### src/rtl/fetch_stage.sv
// Instruction fetch stage: drives a single-outstanding-request instruction memory
// port and fills the IF/ID pipeline register, with a one-word skid for stalls and
// a drain state that retires an abandoned request after a redirect.
module fetch_stage #(
  parameter logic [15:0] RESET_PC = 16'h0000
) (
  input  logic        clk,
  input  logic        reset,
  input  logic        stall,
  input  logic        redirect,
  input  logic [15:0] redirect_pc,
  output logic        imem_read,
  output logic [15:0] imem_address,
  input  logic        imem_resp,
  input  logic [15:0] imem_rdata,
  output logic        if_valid,
  output logic [15:0] if_instruction,
  output logic [15:0] if_pc,
  output logic [15:0] if_pc_plus2
);

  typedef enum logic [1:0] {
    StFetch = 2'd0,
    StHold  = 2'd1,
    StDrain = 2'd2
  } state_e;

  localparam logic [15:0] ResetPcAligned = {RESET_PC[15:1], 1'b0};

  state_e      state_q, state_d;
  logic [15:0] pc_q, pc_d;
  logic [15:0] skid_q, skid_d;
  logic [15:0] drain_addr_q, drain_addr_d;
  logic        valid_q, valid_d;
  logic [15:0] instr_q, instr_d;
  logic [15:0] ifpc_q, ifpc_d;
  logic [15:0] ifpc2_q, ifpc2_d;

  logic        accept;
  logic [15:0] pc_plus2;
  logic [15:0] redirect_target;

  assign accept          = !valid_q || !stall;
  assign pc_plus2        = pc_q + 16'd2;
  assign redirect_target = {redirect_pc[15:1], 1'b0};

  // Memory request: only one request is ever in flight; HOLD issues nothing
  // because the skid register is already full.
  always_comb begin
    imem_read    = 1'b0;
    imem_address = pc_q;
    if (!reset) begin
      unique case (state_q)
        StFetch: imem_read = 1'b1;
        StDrain: begin
          imem_read    = 1'b1;
          imem_address = drain_addr_q;
        end
        default: imem_read = 1'b0;
      endcase
    end
  end

  // Next-state logic; redirect overrides stall and response in every state.
  always_comb begin
    state_d      = state_q;
    pc_d         = pc_q;
    skid_d       = skid_q;
    drain_addr_d = drain_addr_q;
    valid_d      = valid_q;
    instr_d      = instr_q;
    ifpc_d       = ifpc_q;
    ifpc2_d      = ifpc2_q;

    if (redirect) begin
      valid_d = 1'b0;
      pc_d    = redirect_target;
      unique case (state_q)
        StFetch: begin
          if (!imem_resp) begin
            // Request still in flight at the old pc; must retire it first.
            state_d      = StDrain;
            drain_addr_d = pc_q;
          end
        end
        StHold:  state_d = StFetch;
        StDrain: if (imem_resp) state_d = StFetch;
        default: state_d = StFetch;
      endcase
    end else begin
      unique case (state_q)
        StFetch: begin
          if (imem_resp && accept) begin
            valid_d = 1'b1;
            instr_d = imem_rdata;
            ifpc_d  = pc_q;
            ifpc2_d = pc_plus2;
            pc_d    = pc_plus2;
          end else if (imem_resp) begin
            skid_d  = imem_rdata;
            state_d = StHold;
          end else if (accept) begin
            valid_d = 1'b0;
          end
        end
        StHold: begin
          if (accept) begin
            valid_d = 1'b1;
            instr_d = skid_q;
            ifpc_d  = pc_q;
            ifpc2_d = pc_plus2;
            pc_d    = pc_plus2;
            state_d = StFetch;
          end
        end
        StDrain: begin
          valid_d = 1'b0;
          if (imem_resp) state_d = StFetch;
        end
        default: state_d = StFetch;
      endcase
    end
  end

  // State registers with synchronous reset; reset wins over everything.
  always_ff @(posedge clk) begin
    if (reset) begin
      state_q      <= StFetch;
      pc_q         <= ResetPcAligned;
      skid_q       <= 16'h0000;
      drain_addr_q <= 16'h0000;
      valid_q      <= 1'b0;
      instr_q      <= 16'h0000;
      ifpc_q       <= 16'h0000;
      ifpc2_q      <= 16'h0000;
    end else begin
      state_q      <= state_d;
      pc_q         <= pc_d;
      skid_q       <= skid_d;
      drain_addr_q <= drain_addr_d;
      valid_q      <= valid_d;
      instr_q      <= instr_d;
      ifpc_q       <= ifpc_d;
      ifpc2_q      <= ifpc2_d;
    end
  end

  assign if_valid       = valid_q;
  assign if_instruction = instr_q;
  assign if_pc          = ifpc_q;
  assign if_pc_plus2    = ifpc2_q;

endmodule

### config.mk
export PLATFORM = sky130hd
export DESIGN_NAME = fetch_stage
export DESIGN_NICKNAME = d
export VERILOG_FILES = /design/src/rtl/fetch_stage.sv
export SDC_FILE = /design/constraint.sdc
export NUM_CORES = 1
export LEC_CHECK = 0
export BUFFER_PORTS_ARGS = -buffer_cell sky130_fd_sc_hd__buf_2
export CORE_MARGIN = 4
export CORE_UTILIZATION = 58
export DETAILED_ROUTE_END_ITERATION = 8
export GPL_ROUTABILITY_DRIVEN = 0
export HOLD_SLACK_MARGIN = 0.03
export PLACE_DENSITY = 0.85
export SETUP_SLACK_MARGIN = 0.1
export SYNTH_ARGS = -nofsm -noshare
export SYNTH_HDL_FRONTEND = slang
export SYNTH_SLANG_ARGS = --single-unit
### constraint.sdc
create_clock -name clk -period 5.76 [get_ports clk]
set_clock_uncertainty 0.05 [all_clocks]
set_input_delay 0.288 -clock clk [delete_from_list [all_inputs] [get_ports clk]]
set_output_delay 0.288 -clock clk [all_outputs]
set_load 0.02 [all_outputs]
# ---- After elaboration in Yosys (flattened, before gate mapping)
# Index checks and enable logic that the tools add are counted.
# W data, S select, Z words.
dict set report classes {
  n_eq_ne 11
  n_reduce_logical 17
  n_mux 27
  addsub 1
  bitwise 3
}
# cell n
set op_table {}
lappend op_table {{$mux W16} 9}
lappend op_table {{$pmux W16 S2} 3}
lappend op_table {{$ne A3 B3 Y1 const B} 7}
lappend op_table {{$add A16 B2 Y16 const B} 1}
lappend op_table {{$reduce_and A4 Y1} 4}
lappend op_table {{$mux W2} 6}
lappend op_table {{$reduce_and A3 Y1} 3}
lappend op_table {{$mux W1} 6}
lappend op_table {{$pmux W2 S3} 1}
lappend op_table {{$reduce_bool A3 Y1} 2}
lappend op_table {{$ne A2 B2 Y1 const B} 2}
lappend op_table {{$pmux W2 S2} 1}
lappend op_table {{$reduce_or A2 Y1} 2}
lappend op_table {{$not A1 Y1} 3}
lappend op_table {{$pmux W1 S3} 1}
lappend op_table {{$eq A2 B1 Y1 const B} 1}
lappend op_table {{$eq A2 B2 Y1 const B} 1}
lappend op_table {{$logic_not A1 Y1} 2}
lappend op_table {{$logic_not A2 Y1} 1}
lappend op_table {{$reduce_bool A2 Y1} 1}
lappend op_table {{$logic_and A1 B1 Y1} 1}
lappend op_table {{$logic_or A1 B1 Y1} 1}
dict set report word_totals {
  inputBits 37
  regBits 99
}

# ---- Depth between registers and ports, before layout
# Gate-level depths: netlist of the first run.
dict set report depth {
  word_depth 6
  mapped_depth 9
  depth_no_buf 6
}

# ---- Worst setup path after synthesis of the first run
# OpenSTA, ideal clock, no wires.
dict set report synth_path {
  path_kind {reg2out}
  startpoint {reg state_q[0]}
  endpoint {out imem_address[10]}
  path_buffers 2
  stages_incl_launch_ff 7
  arrival_time_ps 1697
  slack_ps 3725
  cell_sequence {dfxtp_1 > inv_1 > ha_1 > nor2b_1 > clkbuf_1 > buf_1 > mux2_2}
}
dict set report synth_via {
  elab_chain_len 3
}
# item line_no
set synth_rtl {}
lappend synth_rtl {{from (decl)} 30} ;# state_e state_q, state_d;
lappend synth_rtl {{from (signal assigned)} 128} ;# state_q <= StFetch;
lappend synth_rtl {{from (signal assigned)} 137} ;# state_q <= state_d;
lappend synth_rtl {{$eq A2 B2 Y1} 53} ;# unique case (state_q)
lappend synth_rtl {{$mux W16} 53}
lappend synth_rtl {{$mux W16} 52} ;# if (!reset) begin
lappend synth_rtl {{to (decl)} 13} ;# output logic [15:0] imem_address,
# No other way between the ends.

# ---- Worst setup path in the final report of the first run
dict set report layout_path {
  startpoint {reg state_q[1]}
  endpoint {reg pc_q[8]}
}
dict set report layout_via {
  elab_chain_len 3
  word_cells_on_any_way 8
  classes_between {eq/ne (3); mux (2); reduce/logical (3)}
}
# item line_no
set layout_rtl {}
lappend layout_rtl {{$eq A2 B1 Y1 or $logic_not A2 Y1 (tied branches)} 91} ;# unique case (state_q)
lappend layout_rtl {{$ne A3 B3 Y1 (no source line) (tied with other cells)} n/a}
lappend layout_rtl {{$reduce_and A3 Y1 (no source line) or $mux W16 (tied branches)} n/a}
lappend layout_rtl {{to (signal assigned)} 129} ;# pc_q <= ResetPcAligned;
lappend layout_rtl {{to (signal assigned)} 138} ;# pc_q <= pc_d;
lappend layout_rtl {{to (decl)} 31} ;# logic [15:0] pc_q, pc_d;
# Several ways; a longest one is shown, not always the timed one.
# A chain may end at the register's enable or synchronous reset.

==> flow_summary.html, run 1 <==
<table>
<tr><th>Metric</th><th>Value</th></tr>
<tr><th colspan="2">Setup path</th></tr>
<tr><td>Critical path's largest stage delay</td><td>0.96 ns</td></tr>
<tr><td>Register-to-register setup slack</td><td>2.78 ns</td></tr>
<tr><td>Sort of element at the start of the critical path</td><td>flop</td></tr>
<tr><td>Capturing element of the worst setup path</td><td>pc_q[8]</td></tr>
<tr><td>Worst-path maximum fanout</td><td>23</td></tr>
<tr><td>Depth of the worst register-to-register path</td><td>6</td></tr>
<tr><td>Startpoint of the lowest-slack register-to-register path</td><td>state_q[1]</td></tr>
<tr><td>Highest-delay cell along the critical path</td><td>sky130_fd_sc_hd__ha_1</td></tr>
<tr><td>Arrival time worst endpoint</td><td>3.20 ns</td></tr>
<tr><td>Crit path kind</td><td>flop to flop</td></tr>
<tr><td>Sequence of cells on the critical path</td><td>inv_1 &gt; ha_1 &gt; mux2i_2 &gt; nor4_4 &gt; or3b_1 &gt; a311oi_1</td></tr>
<tr><td>Launch point of the critical path</td><td>state_q[1]</td></tr>
<tr><td>Critical path data required time</td><td>5.98 ns</td></tr>
<tr><td>Reg2Reg Capture Point</td><td>pc_q[8]</td></tr>
<tr><td>Capturing element type of the critical path</td><td>flop</td></tr>
<tr><th colspan="2">Floorplan</th></tr>
<tr><td>Die width</td><td>94.66 µm</td></tr>
<tr><td>Site row count</td><td>31</td></tr>
<tr><td>Number of placed I/O pins</td><td>103</td></tr>
<tr><td>Floorplan core area</td><td>7292 µm²</td></tr>
<tr><td>Starting density of the core</td><td>59.73%</td></tr>
<tr><td>Die outline area</td><td>8960 µm²</td></tr>
<tr><td>Die Ht</td><td>94.66 µm</td></tr>
<tr><th colspan="2">Detailed routing</th></tr>
<tr><td>ANT nets after route</td><td>0</td></tr>
<tr><td>Detailed Routing Iterations Pass 1</td><td>5</td></tr>
<tr><td>Vias per cell</td><td>5.505</td></tr>
<tr><td>Total number of vias</td><td>3,826</td></tr>
<tr><td>Routed wire per std cell</td><td>14.90 µm</td></tr>
<tr><td>Post-route DRC violation count</td><td>0</td></tr>
<tr><td>Total routed wirelength</td><td>10,360 µm</td></tr>
<tr><td>Count of routing violations after the opening detailed-route iteration</td><td>240</td></tr>
<tr><th colspan="2">Yosys</th></tr>
<tr><td>Area share of the largest cell type after synthesis</td><td>43.67%</td></tr>
<tr><td>Sequential fraction of the synthesis area</td><td>43.67%</td></tr>
<tr><td>Dominant cell type by area after synthesis</td><td>sky130_fd_sc_hd__dfxtp_1</td></tr>
<tr><td>Cell types occupying the most area after synthesis</td><td>sky130_fd_sc_hd__dfxtp_1 (44%), sky130_fd_sc_hd__nand2_1 (9.2%), sky130_fd_sc_hd__a211oi_1 (6.5%), sky130_fd_sc_hd__a21oi_1 (6.0%), sky130_fd_sc_hd__nor2_1 (4.2%)</td></tr>
<tr><td>Syn Std Cell Area</td><td>4355 µm²</td></tr>
<tr><td>Number of register bits inferred by synthesis</td><td>95</td></tr>
<tr><td>List of most frequent post-synthesis cells</td><td>sky130_fd_sc_hd__nand2_1 (107), sky130_fd_sc_hd__dfxtp_1 (95), sky130_fd_sc_hd__a21oi_1 (52), sky130_fd_sc_hd__nor2_1 (49), sky130_fd_sc_hd__a211oi_1 (38)</td></tr>
<tr><td>Distinct cell type count after synthesis</td><td>47</td></tr>
<tr><td>Async SR Flop Fraction</td><td>0%</td></tr>
<tr><td>Synth Flop Type</td><td>sky130_fd_sc_hd__dfxtp_1</td></tr>
<tr><td>Post-Syn Area per Cell</td><td>8.344 µm²</td></tr>
<tr><td>Synth warn</td><td>0</td></tr>
<tr><td>Most common cell in the synthesized netlist</td><td>sky130_fd_sc_hd__nand2_1</td></tr>
<tr><td>Number of enable flip-flop cells after synthesis</td><td>0</td></tr>
<tr><td>Cells after synthesis</td><td>522</td></tr>
<tr><th colspan="2">Layout</th></tr>
<tr><td>Area growth from synthesis to layout</td><td>14.16%</td></tr>
<tr><td>Area occupied by registers</td><td>1902 µm²</td></tr>
<tr><td>Layout cells sized above 1</td><td>23.66%</td></tr>
<tr><td>Diode count</td><td>0</td></tr>
<tr><td>Count of filler cells inserted in the layout</td><td>626</td></tr>
<tr><td>Area occupied by multi-input gates</td><td>2210 µm²</td></tr>
<tr><td>Total number of nets in the final design</td><td>632</td></tr>
<tr><td>Share of the core filled with cells</td><td>68.19%</td></tr>
<tr><th colspan="2">Timing</th></tr>
<tr><td>Final count of negative-setup-slack endpoints</td><td>0</td></tr>
<tr><td>Worst-Margin Slew</td><td>1.202 ns</td></tr>
<tr><td>Hold Fails Final Rpt</td><td>0</td></tr>
<tr><td>Final period util</td><td>51.74%</td></tr>
<tr><td>RSZ-0062 raised after global routing</td><td>no</td></tr>
<tr><td>Highest achievable clock rate</td><td>335.6 MHz</td></tr>
<tr><td>Tightest hold margin</td><td>0.1012 ns</td></tr>
<tr><td>Number of max-slew violations in the final report</td><td>0</td></tr>
<tr><td>Setup TNS</td><td>0 ns</td></tr>
<tr><td>Minimum period implied by the final worst setup slack</td><td>2.980 ns</td></tr>
<tr><td>Worst max-slew margin expressed relative to the limit</td><td>19.85%</td></tr>
<tr><td>Minimum setup slack in the final design</td><td>2.780 ns</td></tr>
<tr><th colspan="2">Power</th></tr>
<tr><td>Cell leakage power</td><td>1.896 nW</td></tr>
<tr><td>Total Power</td><td>0.001356 W</td></tr>
<tr><td>VDD IR max</td><td>0.1564 mV</td></tr>
<tr><td>Total power density per cell area</td><td>272.8 nW/µm²</td></tr>
<tr><th colspan="2">Clocking</th></tr>
<tr><td>CTS tree</td><td>yes</td></tr>
<tr><td>Number of clock buffers inserted by TritonCTS</td><td>9</td></tr>
<tr><td>Clock tree root driver cell</td><td>sky130_fd_sc_hd__clkbuf_8</td></tr>
<tr><td>Hold bufs inserted after CTS</td><td>0</td></tr>
<tr><td>Clock slew seen by the registers of the worst setup and hold paths</td><td>0.10 ns</td></tr>
<tr><td>Clock tree sinks</td><td>95</td></tr>
<tr><td>Clock Tree Buf Depth</td><td>2</td></tr>
<tr><td>H-Tree Depth</td><td>3</td></tr>
<tr><td>Post-CTS Setup Repair Bufs</td><td>0</td></tr>
<tr><td>CTS resizes</td><td>0</td></tr>
<tr><td>Clock latency at the later pin of the worst-skew pair</td><td>0.38 ns</td></tr>
<tr><th colspan="2">Global routing</th></tr>
<tr><td>Global-route wire length before repair</td><td>17,000 µm</td></tr>
<tr><td>Total congestion overflow after global routing</td><td>0</td></tr>
<tr><td>Initial antenna violation count</td><td>0</td></tr>
<tr><td>Vias in the first global route</td><td>3,664</td></tr>
<tr><td>All-layer global routing usage</td><td>23.86%</td></tr>
<tr><td>Largest net degree at the start of global routing</td><td>100</td></tr>
<tr><th colspan="2">Flow run</th></tr>
<tr><td>Number of max-cap violations</td><td>0</td></tr>
<tr><th colspan="2">Place</th></tr>
<tr><td>Dpl ws</td><td>2.841 ns</td></tr>
<tr><td>HPWL reported at the end of detailed placement</td><td>7074 µm</td></tr>
<tr><td>Count of buffers inserted at the top-level ports</td><td>98</td></tr>
<tr><th colspan="2">Hold path</th></tr>
<tr><td>Classification of the worst-slack hold path</td><td>primary input to flop</td></tr>
<tr><th colspan="2">Status</th></tr>
<tr><td>Outcome</td><td>finished, final reports clean</td></tr>
</table>
==> critical path, delay by kind of cell, from the launching register on <==
| kind | cells | cell delay (ns) |
|---|---|---|
| adders and majority gates | 1 | 0.96 |
| and+or+nand+nor | 2 | 0.86 |
| muxes | 1 | 0.35 |
| DFF | 1 | 0.34 |
| AOI/OAI and AO/OA | 1 | 0.25 |
| buffers and inverters | 1 | 0.08 |
==> layout by cell type, fill, tap and decap left out, drive strengths merged, types with 2 or more instances in the layout <==
master  Yosys  routed
nand2     108     108
buf        23     102
dfxtp      95      95
a21oi      52      52
nor2       49      49
a211oi     38      38
mux2i      19      19
mux2       14      14
inv         7      12
xnor2      11      11
nand3      10      10
xor2        9       9
clkbuf     23       9
nor3        9       9
o21ai       7       7
a311oi      5       5
nor4        5       5
or3         4       4
ha          4       4
nand4       4       4
nor2b       3       3
nand2b      3       3
and4        3       3
conb        1       3
clkinv      1       3
o31a        2       2
or4         2       2
==> where the power goes <==
part	total [W]	internal, W	switching, W
logic	0.000209	0.0000762	0.000133
registers	0.000723	0.000689	0.0000331
clock network	0.000425	0.000168	0.000257
==> worst min path at each step <==
stage               depth (start not counted)         endpoint       startpoint  slack [ns]
CTS                                         3       skid_q[15]   imem_rdata[15]        0.09
global route                                3       skid_q[10]   imem_rdata[10]        0.10
detailed placement                          2        if_pc[10]        if_pc[10]        0.39
global placement                            2  drain_addr_q[5]  drain_addr_q[5]        0.39
finish                                      3       skid_q[15]   imem_rdata[15]        0.10
floorplan                                   2        skid_q[0]    imem_rdata[0]        0.37
==> cells by family after synthesis <==
| family | synth area share [%] |
|---|---|
| AND/OR/NAND/NOR | 21.17 |
| AO/OA/AOI/OAI | 15.83 |
| flip-flops | 43.67 |
| buffers and inverters | 6.004 |
| multiplexers | 8.072 |
| XOR/XNOR | 4.022 |
| adder cells (fa/ha/maj) | 1.149 |
| other | 0.08610 |
==> registers in the layout (all words and copies together), names as in the netlist <==
signal          flops
if_pc_plus2        15
if_instruction     16
pc_q               15
state_q             2
if_pc              15
drain_addr_q       15
if_valid            1
skid_q             16
==> area by class of cell <==
type	instances	area share, %
Multi-Input combinational cell	375	44.44
Sequential cell	95	38.25
Timing Repair Buffer	102	10.47
Clock buffer	9	2.491
Tap cell	99	2.491
Clock inverter	7	1.258
Inverter	8	0.6039
==> stage by stage <==
step / std cells / cell area (µm²)
after detailed placement: 679 / 4786
after floorplan: 524 / 4363
final: 695 / 4972
after global placement: 679 / 4786
after global routing: 695 / 4972
after CTS: 695 / 4972
==> routing by layer <==
layer  up-vias  GRT usage, %  wire [µm]
met5         -             0          0
met2       132         38.64       4856
met4         0         8.293        155
met1      1747         31.53       4468
li1       1930             -          -
met3        17         5.020        877
(Power assumes the default switching activity.)
==> run 2, diff against run 1 <==
--- a/config.mk
+++ b/config.mk
@@ -7,11 +7,11 @@
 export LEC_CHECK = 0
 export BUFFER_PORTS_ARGS = -buffer_cell sky130_fd_sc_hd__buf_2
 export CORE_MARGIN = 4
-export CORE_UTILIZATION = 58
+export CORE_UTILIZATION = 48
 export DETAILED_ROUTE_END_ITERATION = 8
 export GPL_ROUTABILITY_DRIVEN = 0
 export HOLD_SLACK_MARGIN = 0.03
-export PLACE_DENSITY = 0.85
+export PLACE_DENSITY = 0.75
 export SETUP_SLACK_MARGIN = 0.1
 export SYNTH_ARGS = -nofsm -noshare
 export SYNTH_HDL_FRONTEND = slang
==> constraint.sdc (replaced) <==
create_clock -name clk -period 2.7 [get_ports clk]
set_clock_uncertainty 0.05 [all_clocks]
set_input_delay 0.135 -clock clk [delete_from_list [all_inputs] [get_ports clk]]
set_output_delay 0.135 -clock clk [all_outputs]
set_load 0.02 [all_outputs]
==> run 2 against run 1 <==
  * Design area grew 8.6%
  * Sequential cell count is the same
  * Critical path depth rose by 2
  * Global-route usage is 2.4 points lower
  * Combinational power grew 140%
  * Cell count up 7.2%
  * Hold slack got worse by 0.042 ns
  * Via count up 4.7%
  * Clock-buffer cell count increased by 2
  * Sequential power up 110%
  * Critical endpoint is now if_pc_plus2[11]
  * First-iteration DRC count rose by 37%
  * Clock power is 140% higher
==> flow_summary.html, run 2 (synthesis results as in run 1) <==
<table>
<tr><th>Metric</th><th>Value</th></tr>
<tr><th colspan="2">Status</th></tr>
<tr><td>Outcome</td><td>finished, final reports clean</td></tr>
<tr><th colspan="2">Clocking</th></tr>
<tr><td>Clock Tree Buf Depth</td><td>2</td></tr>
<tr><td>CTS tree</td><td>yes</td></tr>
<tr><td>CTS resizes</td><td>0</td></tr>
<tr><td>Number of clock buffers inserted by TritonCTS</td><td>9</td></tr>
<tr><td>H-Tree Depth</td><td>3</td></tr>
<tr><td>Hold bufs inserted after CTS</td><td>29</td></tr>
<tr><td>Clock latency at the later pin of the worst-skew pair</td><td>0.36 ns</td></tr>
<tr><td>Clock tree root driver cell</td><td>sky130_fd_sc_hd__clkbuf_8</td></tr>
<tr><td>Clock tree sinks</td><td>95</td></tr>
<tr><td>Clock slew seen by the registers of the worst setup and hold paths</td><td>0.09 ns</td></tr>
<tr><td>Post-CTS Setup Repair Bufs</td><td>0</td></tr>
<tr><th colspan="2">Floorplan</th></tr>
<tr><td>Starting density of the core</td><td>49.70%</td></tr>
<tr><td>Die width</td><td>103.3 µm</td></tr>
<tr><td>Die Ht</td><td>103.3 µm</td></tr>
<tr><td>Number of placed I/O pins</td><td>103</td></tr>
<tr><td>Die outline area</td><td>10,660 µm²</td></tr>
<tr><td>Floorplan core area</td><td>8763 µm²</td></tr>
<tr><td>Site row count</td><td>34</td></tr>
<tr><th colspan="2">Timing</th></tr>
<tr><td>Worst max-slew margin expressed relative to the limit</td><td>51.49%</td></tr>
<tr><td>Final count of negative-setup-slack endpoints</td><td>0</td></tr>
<tr><td>Number of max-slew violations in the final report</td><td>0</td></tr>
<tr><td>RSZ-0062 raised after global routing</td><td>no</td></tr>
<tr><td>Hold Fails Final Rpt</td><td>0</td></tr>
<tr><td>Minimum period implied by the final worst setup slack</td><td>2.263 ns</td></tr>
<tr><td>Final period util</td><td>83.80%</td></tr>
<tr><td>Setup TNS</td><td>0 ns</td></tr>
<tr><td>Highest achievable clock rate</td><td>442.0 MHz</td></tr>
<tr><td>Worst-Margin Slew</td><td>0.7256 ns</td></tr>
<tr><th colspan="2">Detailed routing</th></tr>
<tr><td>Vias per cell</td><td>5.379</td></tr>
<tr><td>Routed wire per std cell</td><td>15.40 µm</td></tr>
<tr><td>ANT nets after route</td><td>0</td></tr>
<tr><td>Total number of vias</td><td>4,007</td></tr>
<tr><td>Total routed wirelength</td><td>11,480 µm</td></tr>
<tr><td>Post-route DRC violation count</td><td>0</td></tr>
<tr><td>Count of routing violations after the opening detailed-route iteration</td><td>329</td></tr>
<tr><td>Detailed Routing Iterations Pass 1</td><td>4</td></tr>
<tr><th colspan="2">Setup path</th></tr>
<tr><td>Worst-path maximum fanout</td><td>42</td></tr>
<tr><td>Crit-path leading delay family</td><td>buffers and inverters</td></tr>
<tr><td>Critical path data required time</td><td>2.91 ns</td></tr>
<tr><td>Crit path kind</td><td>flop to flop</td></tr>
<tr><td>Arrival time worst endpoint</td><td>2.48 ns</td></tr>
<tr><td>Critical path's largest stage delay</td><td>0.39 ns</td></tr>
<tr><td>Sort of element at the start of the critical path</td><td>flop</td></tr>
<tr><td>Sequence of cells on the critical path</td><td>inv_1 &gt; ha_1 &gt; mux2i_2 &gt; buf_4 &gt; nor3_2 &gt; buf_4 &gt; nor2_1 &gt; a211oi_1</td></tr>
<tr><td>Capturing element type of the critical path</td><td>flop</td></tr>
<tr><td>Highest-delay cell along the critical path</td><td>sky130_fd_sc_hd__dfxtp_1</td></tr>
<tr><td>Cell seen most often among critical-path stages</td><td>sky130_fd_sc_hd__buf_4</td></tr>
<tr><td>Count of buffering cells on the critical path with inverters included</td><td>3</td></tr>
<tr><th colspan="2">Global routing</th></tr>
<tr><td>All-layer global routing usage</td><td>21.45%</td></tr>
<tr><td>Total congestion overflow after global routing</td><td>0</td></tr>
<tr><td>Vias in the first global route</td><td>3,714</td></tr>
<tr><td>Global-route wire length before repair</td><td>17,960 µm</td></tr>
<tr><td>Largest net degree at the start of global routing</td><td>52</td></tr>
<tr><td>Initial antenna violation count</td><td>0</td></tr>
<tr><th colspan="2">Hold path</th></tr>
<tr><td>Classification of the worst-slack hold path</td><td>primary input to flop</td></tr>
<tr><th colspan="2">Layout</th></tr>
<tr><td>Layout cells sized above 1</td><td>23.86%</td></tr>
<tr><td>Area occupied by multi-input gates</td><td>2210 µm²</td></tr>
<tr><td>Total number of nets in the final design</td><td>673</td></tr>
<tr><td>Count of filler cells inserted in the layout</td><td>774</td></tr>
<tr><td>Highest-count cells in the layout ignoring fill and taps</td><td>sky130_fd_sc_hd__nand2_1 (107), sky130_fd_sc_hd__buf_2 (98), sky130_fd_sc_hd__dfxtp_1 (95), sky130_fd_sc_hd__a21oi_1 (52), sky130_fd_sc_hd__nor2_1 (49)</td></tr>
<tr><td>Area occupied by registers</td><td>1902 µm²</td></tr>
<tr><td>Area growth from synthesis to layout</td><td>23.99%</td></tr>
<tr><td>Commonest non-fill, non-tap cell in the layout</td><td>sky130_fd_sc_hd__nand2_1</td></tr>
<tr><td>Diode count</td><td>0</td></tr>
<tr><td>Cell area after layout</td><td>5400 µm²</td></tr>
<tr><th colspan="2">Power</th></tr>
<tr><td>Cell leakage power</td><td>2.089 nW</td></tr>
<tr><td>VDD IR max</td><td>0.2823 mV</td></tr>
<tr><td>Total power density per cell area</td><td>571.3 nW/µm²</td></tr>
<tr><th colspan="2">Flow run</th></tr>
<tr><td>Number of max-cap violations</td><td>0</td></tr>
<tr><th colspan="2">Place</th></tr>
<tr><td>Cell area after placement</td><td>4887 µm²</td></tr>
<tr><td>Count of buffers inserted at the top-level ports</td><td>98</td></tr>
<tr><td>HPWL reported at the end of detailed placement</td><td>7681 µm</td></tr>
</table>
run 2: layer usage:
metal / global-route usage [%] / part of all wire [%]
met5: 0 / 0
met4: 6.275 / 1.4
met3: 3.890 / 6.2
met2: 33.74 / 47
met1: 30.26 / 45
run 2: worst register-to-register path: stages (launching register included):
cell and delay [ns]:
sky130_fd_sc_hd__dfxtp_1 0.39, sky130_fd_sc_hd__inv_1 0.09, sky130_fd_sc_hd__ha_1 0.34, sky130_fd_sc_hd__mux2i_2 0.23, sky130_fd_sc_hd__buf_4 0.18, sky130_fd_sc_hd__nor3_2 0.14
sky130_fd_sc_hd__buf_4 0.39, sky130_fd_sc_hd__nor2_1 0.10, sky130_fd_sc_hd__a211oi_1 0.25
run 2: final timing paths:
check / startpoint / endpoint / slack, ns / cells past startpoint
worst max-delay path: state_q[0] / if_pc_plus2[11] / 0.44 / 8
worst min-delay path: redirect_pc[12] / pc_q[12] / 0.06 / 4
worst max register to register: state_q[0] / if_pc_plus2[11] / 0.44 / 8
worst min register to register: if_pc[11] / if_pc[11] / 0.41 / 2
run 2: cell type report:
cell class / instances / share of cell area, %
Inverter: 8 / 0.5561
Clock buffer: 11 / 2.618
Timing Repair Buffer: 143 / 16.68
Tap cell: 108 / 2.502
Sequential cell: 95 / 35.22
Clock inverter: 5 / 1.506
Multi-Input combinational cell: 375 / 40.92
run 2: per-stage QoR:
step	cells	power, W	hold WS, ns	worst slack [ns]	utilization (%)
floorplan	524	0.001882	0.2210	0.6750	-
global placement	700	0.002024	0.3373	0.5611	55.77
detailed placement	700	0.002035	0.3437	0.5057	55.77
CTS	745	0.003093	0.05206	0.4683	61.62
global route	745	0.003214	0.06878	0.2896	61.62
finish	745	0.003085	0.05947	0.4373	61.62
run 2: report_power, final:
group	internal, W	total, W	switching [W]
sequential	0.00147	0.00153	0.0000596
combinational	0.000201	0.000512	0.000311
clock	0.000548	0.00104	0.000496
==> run 3, diff against run 2 <==
==> constraint.sdc (replaced) <==
create_clock -name clk -period 2 [get_ports clk]
set_clock_uncertainty 0.05 [all_clocks]
set_input_delay 0.1 -clock clk [delete_from_list [all_inputs] [get_ports clk]]
set_output_delay 0.1 -clock clk [all_outputs]
set_load 0.02 [all_outputs]
==> run 3 against run 2 <==
  * Setup slack worse by 0.43 ns
  * Register-to-register slack got worse by 0.34 ns
  * Sequential cell count did not move
  * Clock-buffer cell count fell by 1
  * Power up 37%
  * Sequential power up 34%
  * Sequential share of layout area fell by 3.3 points
  * First-iteration DRC count rose by 32%
==> flow_summary.html, run 3 (synthesis results as in run 1) <==
<table>
<tr><th>Metric</th><th>Value</th></tr>
<tr><th colspan="2">Floorplan</th></tr>
<tr><td>Die Ht</td><td>103.3 µm</td></tr>
<tr><td>Die width</td><td>103.3 µm</td></tr>
<tr><td>Starting density of the core</td><td>49.70%</td></tr>
<tr><td>Die outline area</td><td>10,660 µm²</td></tr>
<tr><td>Site row count</td><td>34</td></tr>
<tr><td>Number of placed I/O pins</td><td>103</td></tr>
<tr><td>Floorplan core area</td><td>8763 µm²</td></tr>
<tr><th colspan="2">Clocking</th></tr>
<tr><td>Clock Tree Buf Depth</td><td>2</td></tr>
<tr><td>H-Tree Depth</td><td>3</td></tr>
<tr><td>Clock tree sinks</td><td>95</td></tr>
<tr><td>Clock slew seen by the registers of the worst setup and hold paths</td><td>0.11 ns</td></tr>
<tr><td>Number of clock buffers inserted by TritonCTS</td><td>9</td></tr>
<tr><td>Clock tree root driver cell</td><td>sky130_fd_sc_hd__clkbuf_8</td></tr>
<tr><td>CTS tree</td><td>yes</td></tr>
<tr><td>Clock latency at the later pin of the worst-skew pair</td><td>0.37 ns</td></tr>
<tr><th colspan="2">Detailed routing</th></tr>
<tr><td>Post-route DRC violation count</td><td>0</td></tr>
<tr><td>Met2 routed wirelength</td><td>6187 µm</td></tr>
<tr><td>Routed met1 length</td><td>5568 µm</td></tr>
<tr><td>Total number of vias</td><td>4,277</td></tr>
<tr><td>Detailed Routing Iterations Pass 1</td><td>5</td></tr>
<tr><td>Routed wire per std cell</td><td>16.85 µm</td></tr>
<tr><td>Count of routing violations after the opening detailed-route iteration</td><td>435</td></tr>
<tr><td>Highest routed metal layer</td><td>met4</td></tr>
<tr><td>ANT nets after route</td><td>0</td></tr>
<tr><td>Met3 layer wire length in the routed design</td><td>884 µm</td></tr>
<tr><td>Total routed wirelength</td><td>12,970 µm</td></tr>
<tr><td>Vias per cell</td><td>5.555</td></tr>
<tr><th colspan="2">Setup path</th></tr>
<tr><td>Worst-path maximum fanout</td><td>5</td></tr>
<tr><td>Depth of the worst register-to-register path</td><td>5</td></tr>
<tr><td>Arrival time worst endpoint</td><td>1.84 ns</td></tr>
<tr><td>Capturing element type of the critical path</td><td>primary output</td></tr>
<tr><td>Critical path data required time</td><td>1.85 ns</td></tr>
<tr><td>Sort of element at the start of the critical path</td><td>flop</td></tr>
<tr><td>Crit path kind</td><td>flop to primary output</td></tr>
<tr><th colspan="2">Global routing</th></tr>
<tr><td>Vias in the first global route</td><td>3,839</td></tr>
<tr><td>All-layer global routing usage</td><td>22.30%</td></tr>
<tr><td>Total congestion overflow after global routing</td><td>0</td></tr>
<tr><td>Global-route wire length before repair</td><td>18,580 µm</td></tr>
<tr><td>Largest net degree at the start of global routing</td><td>99</td></tr>
<tr><td>Initial antenna violation count</td><td>0</td></tr>
<tr><th colspan="2">Layout</th></tr>
<tr><td>Layout cells sized above 1</td><td>31.57%</td></tr>
<tr><td>Total number of nets in the final design</td><td>698</td></tr>
<tr><td>Diode count</td><td>0</td></tr>
<tr><td>Commonest non-fill, non-tap cell in the layout</td><td>sky130_fd_sc_hd__nand2_1</td></tr>
<tr><td>Count of filler cells inserted in the layout</td><td>659</td></tr>
<tr><td>Cell area after layout</td><td>5993 µm²</td></tr>
<tr><td>Area growth from synthesis to layout</td><td>37.60%</td></tr>
<tr><td>Non-Filler Instances</td><td>770</td></tr>
<tr><td>Highest-count cells in the layout ignoring fill and taps</td><td>sky130_fd_sc_hd__nand2_1 (106), sky130_fd_sc_hd__dfxtp_1 (87), sky130_fd_sc_hd__buf_2 (83), sky130_fd_sc_hd__a21oi_1 (52), sky130_fd_sc_hd__nor2_1 (48)</td></tr>
<tr><th colspan="2">Timing</th></tr>
<tr><td>Minimum period implied by the final worst setup slack</td><td>1.991 ns</td></tr>
<tr><td>Final count of negative-setup-slack endpoints</td><td>0</td></tr>
<tr><td>Worst max-slew margin expressed relative to the limit</td><td>57.40%</td></tr>
<tr><td>Worst-Margin Slew</td><td>0.6382 ns</td></tr>
<tr><td>Number of max-slew violations in the final report</td><td>0</td></tr>
<tr><td>RSZ-0062 raised after global routing</td><td>yes</td></tr>
<tr><td>Hold Fails Final Rpt</td><td>0</td></tr>
<tr><td>Highest achievable clock rate</td><td>502.3 MHz</td></tr>
<tr><td>Setup TNS</td><td>0 ns</td></tr>
<tr><td>Final period util</td><td>99.55%</td></tr>
<tr><th colspan="2">Hold path</th></tr>
<tr><td>Worst hold path cell count</td><td>3</td></tr>
<tr><td>Classification of the worst-slack hold path</td><td>primary input to flop</td></tr>
<tr><th colspan="2">Power</th></tr>
<tr><td>Switching fraction of total power</td><td>31.22%</td></tr>
<tr><td>VDD IR max</td><td>0.4484 mV</td></tr>
<tr><td>Flop pwr share</td><td>48.7%</td></tr>
<tr><td>Internal</td><td>0.002905 W</td></tr>
<tr><td>Total power density per cell area</td><td>704.7 nW/µm²</td></tr>
<tr><td>Cell leakage power</td><td>2.327 nW</td></tr>
<tr><td>Proportion of power drawn by combinational gates</td><td>21.2%</td></tr>
<tr><td>Sw Pwr</td><td>0.001319 W</td></tr>
<tr><td>Share of total power in the clock network</td><td>30.1%</td></tr>
<tr><th colspan="2">Place</th></tr>
<tr><td>Count of buffers inserted at the top-level ports</td><td>98</td></tr>
<tr><td>HPWL reported at the end of detailed placement</td><td>7922 µm</td></tr>
<tr><td>Number of placed cells counting well taps</td><td>714</td></tr>
<tr><td>Cell area after placement</td><td>5055 µm²</td></tr>
<tr><th colspan="2">Status</th></tr>
<tr><td>Outcome</td><td>finished, final reports clean</td></tr>
<tr><th colspan="2">Flow run</th></tr>
<tr><td>Number of max-cap violations</td><td>0</td></tr>
</table>
run 3: power by group through the flow:
stage / Clock, W / Sequential, W / Combinational (W)
floorplan: 0 / 0.00215 / 0.000394
global placement: 0 / 0.00208 / 0.000700
detailed placement: 0 / 0.00209 / 0.000710
CTS: 0.00128 / 0.00205 / 0.000772
global route: 0.00137 / 0.00207 / 0.000961
finish: 0.00127 / 0.00205 / 0.000896
run 3: critical path: stages, from the launching register on:
cell	delay (ns)
sky130_fd_sc_hd__dfxtp_2	0.35
sky130_fd_sc_hd__inv_4	0.07
sky130_fd_sc_hd__ha_4	0.14
sky130_fd_sc_hd__nor2b_4	0.27
sky130_fd_sc_hd__clkbuf_16	0.21
sky130_fd_sc_hd__mux2_4	0.31
sky130_fd_sc_hd__buf_6	0.13
run 3: path summary, 6_finish.rpt:
| check | slack, ns | startpoint | endpoint |
|---|---|---|---|
| setup / recovery | 0.009 | state_q[0] | imem_address[6] |
| hold / removal | 0.05 | redirect_pc[2] | pc_q[2] |
| setup reg to reg | 0.10 | pc_q[2] | pc_q[13] |
| hold reg to reg | 0.41 | if_pc[6] | if_pc[6] |
run 3: per-layer routing:
layer | vias up | track usage, %
li1 | 2058 | -
met1 | 1998 | 30.19
met2 | 190 | 35.52
met3 | 31 | 4.628
met4 | 0 | 7.669
met5 | - | 0
run 3: area by class of cell:
class                      instances  area (µm²)  share of cell area [%]
multi-input combinational        375        2401                   40.06
timing repair buffer             168        1313                   21.90
tap                              108       135.1                   2.255
clock buffer                      10       137.6                   2.296
inverter                           8       35.03                  0.5846
clock inverter                     6       57.56                  0.9603
sequential                        95        1914                   31.94
run 3: metrics by stage:
stage                     setup WS, ns  total power (W)  hold slack (ns)  util, %
final                         0.008960         0.004223          0.05398    68.39
after global routing          -0.05590         0.004397          0.05400    68.39
after CTS                      0.01348         0.004103          0.03043    63.85
after detailed placement      -0.02174         0.002800           0.3116    57.68
after global placement         0.06225         0.002784           0.3022    57.68
after floorplan               -0.01035         0.002544           0.1860        -
run 3: timing repair:
action,CTS,global route
setup endpoints to repair,48,21
pin swaps,4,6
endpoints found under the hold margin,37,0
buffers inserted,2,6
gates cloned,0,4
hold buffers,28,0
resized for setup,13,77
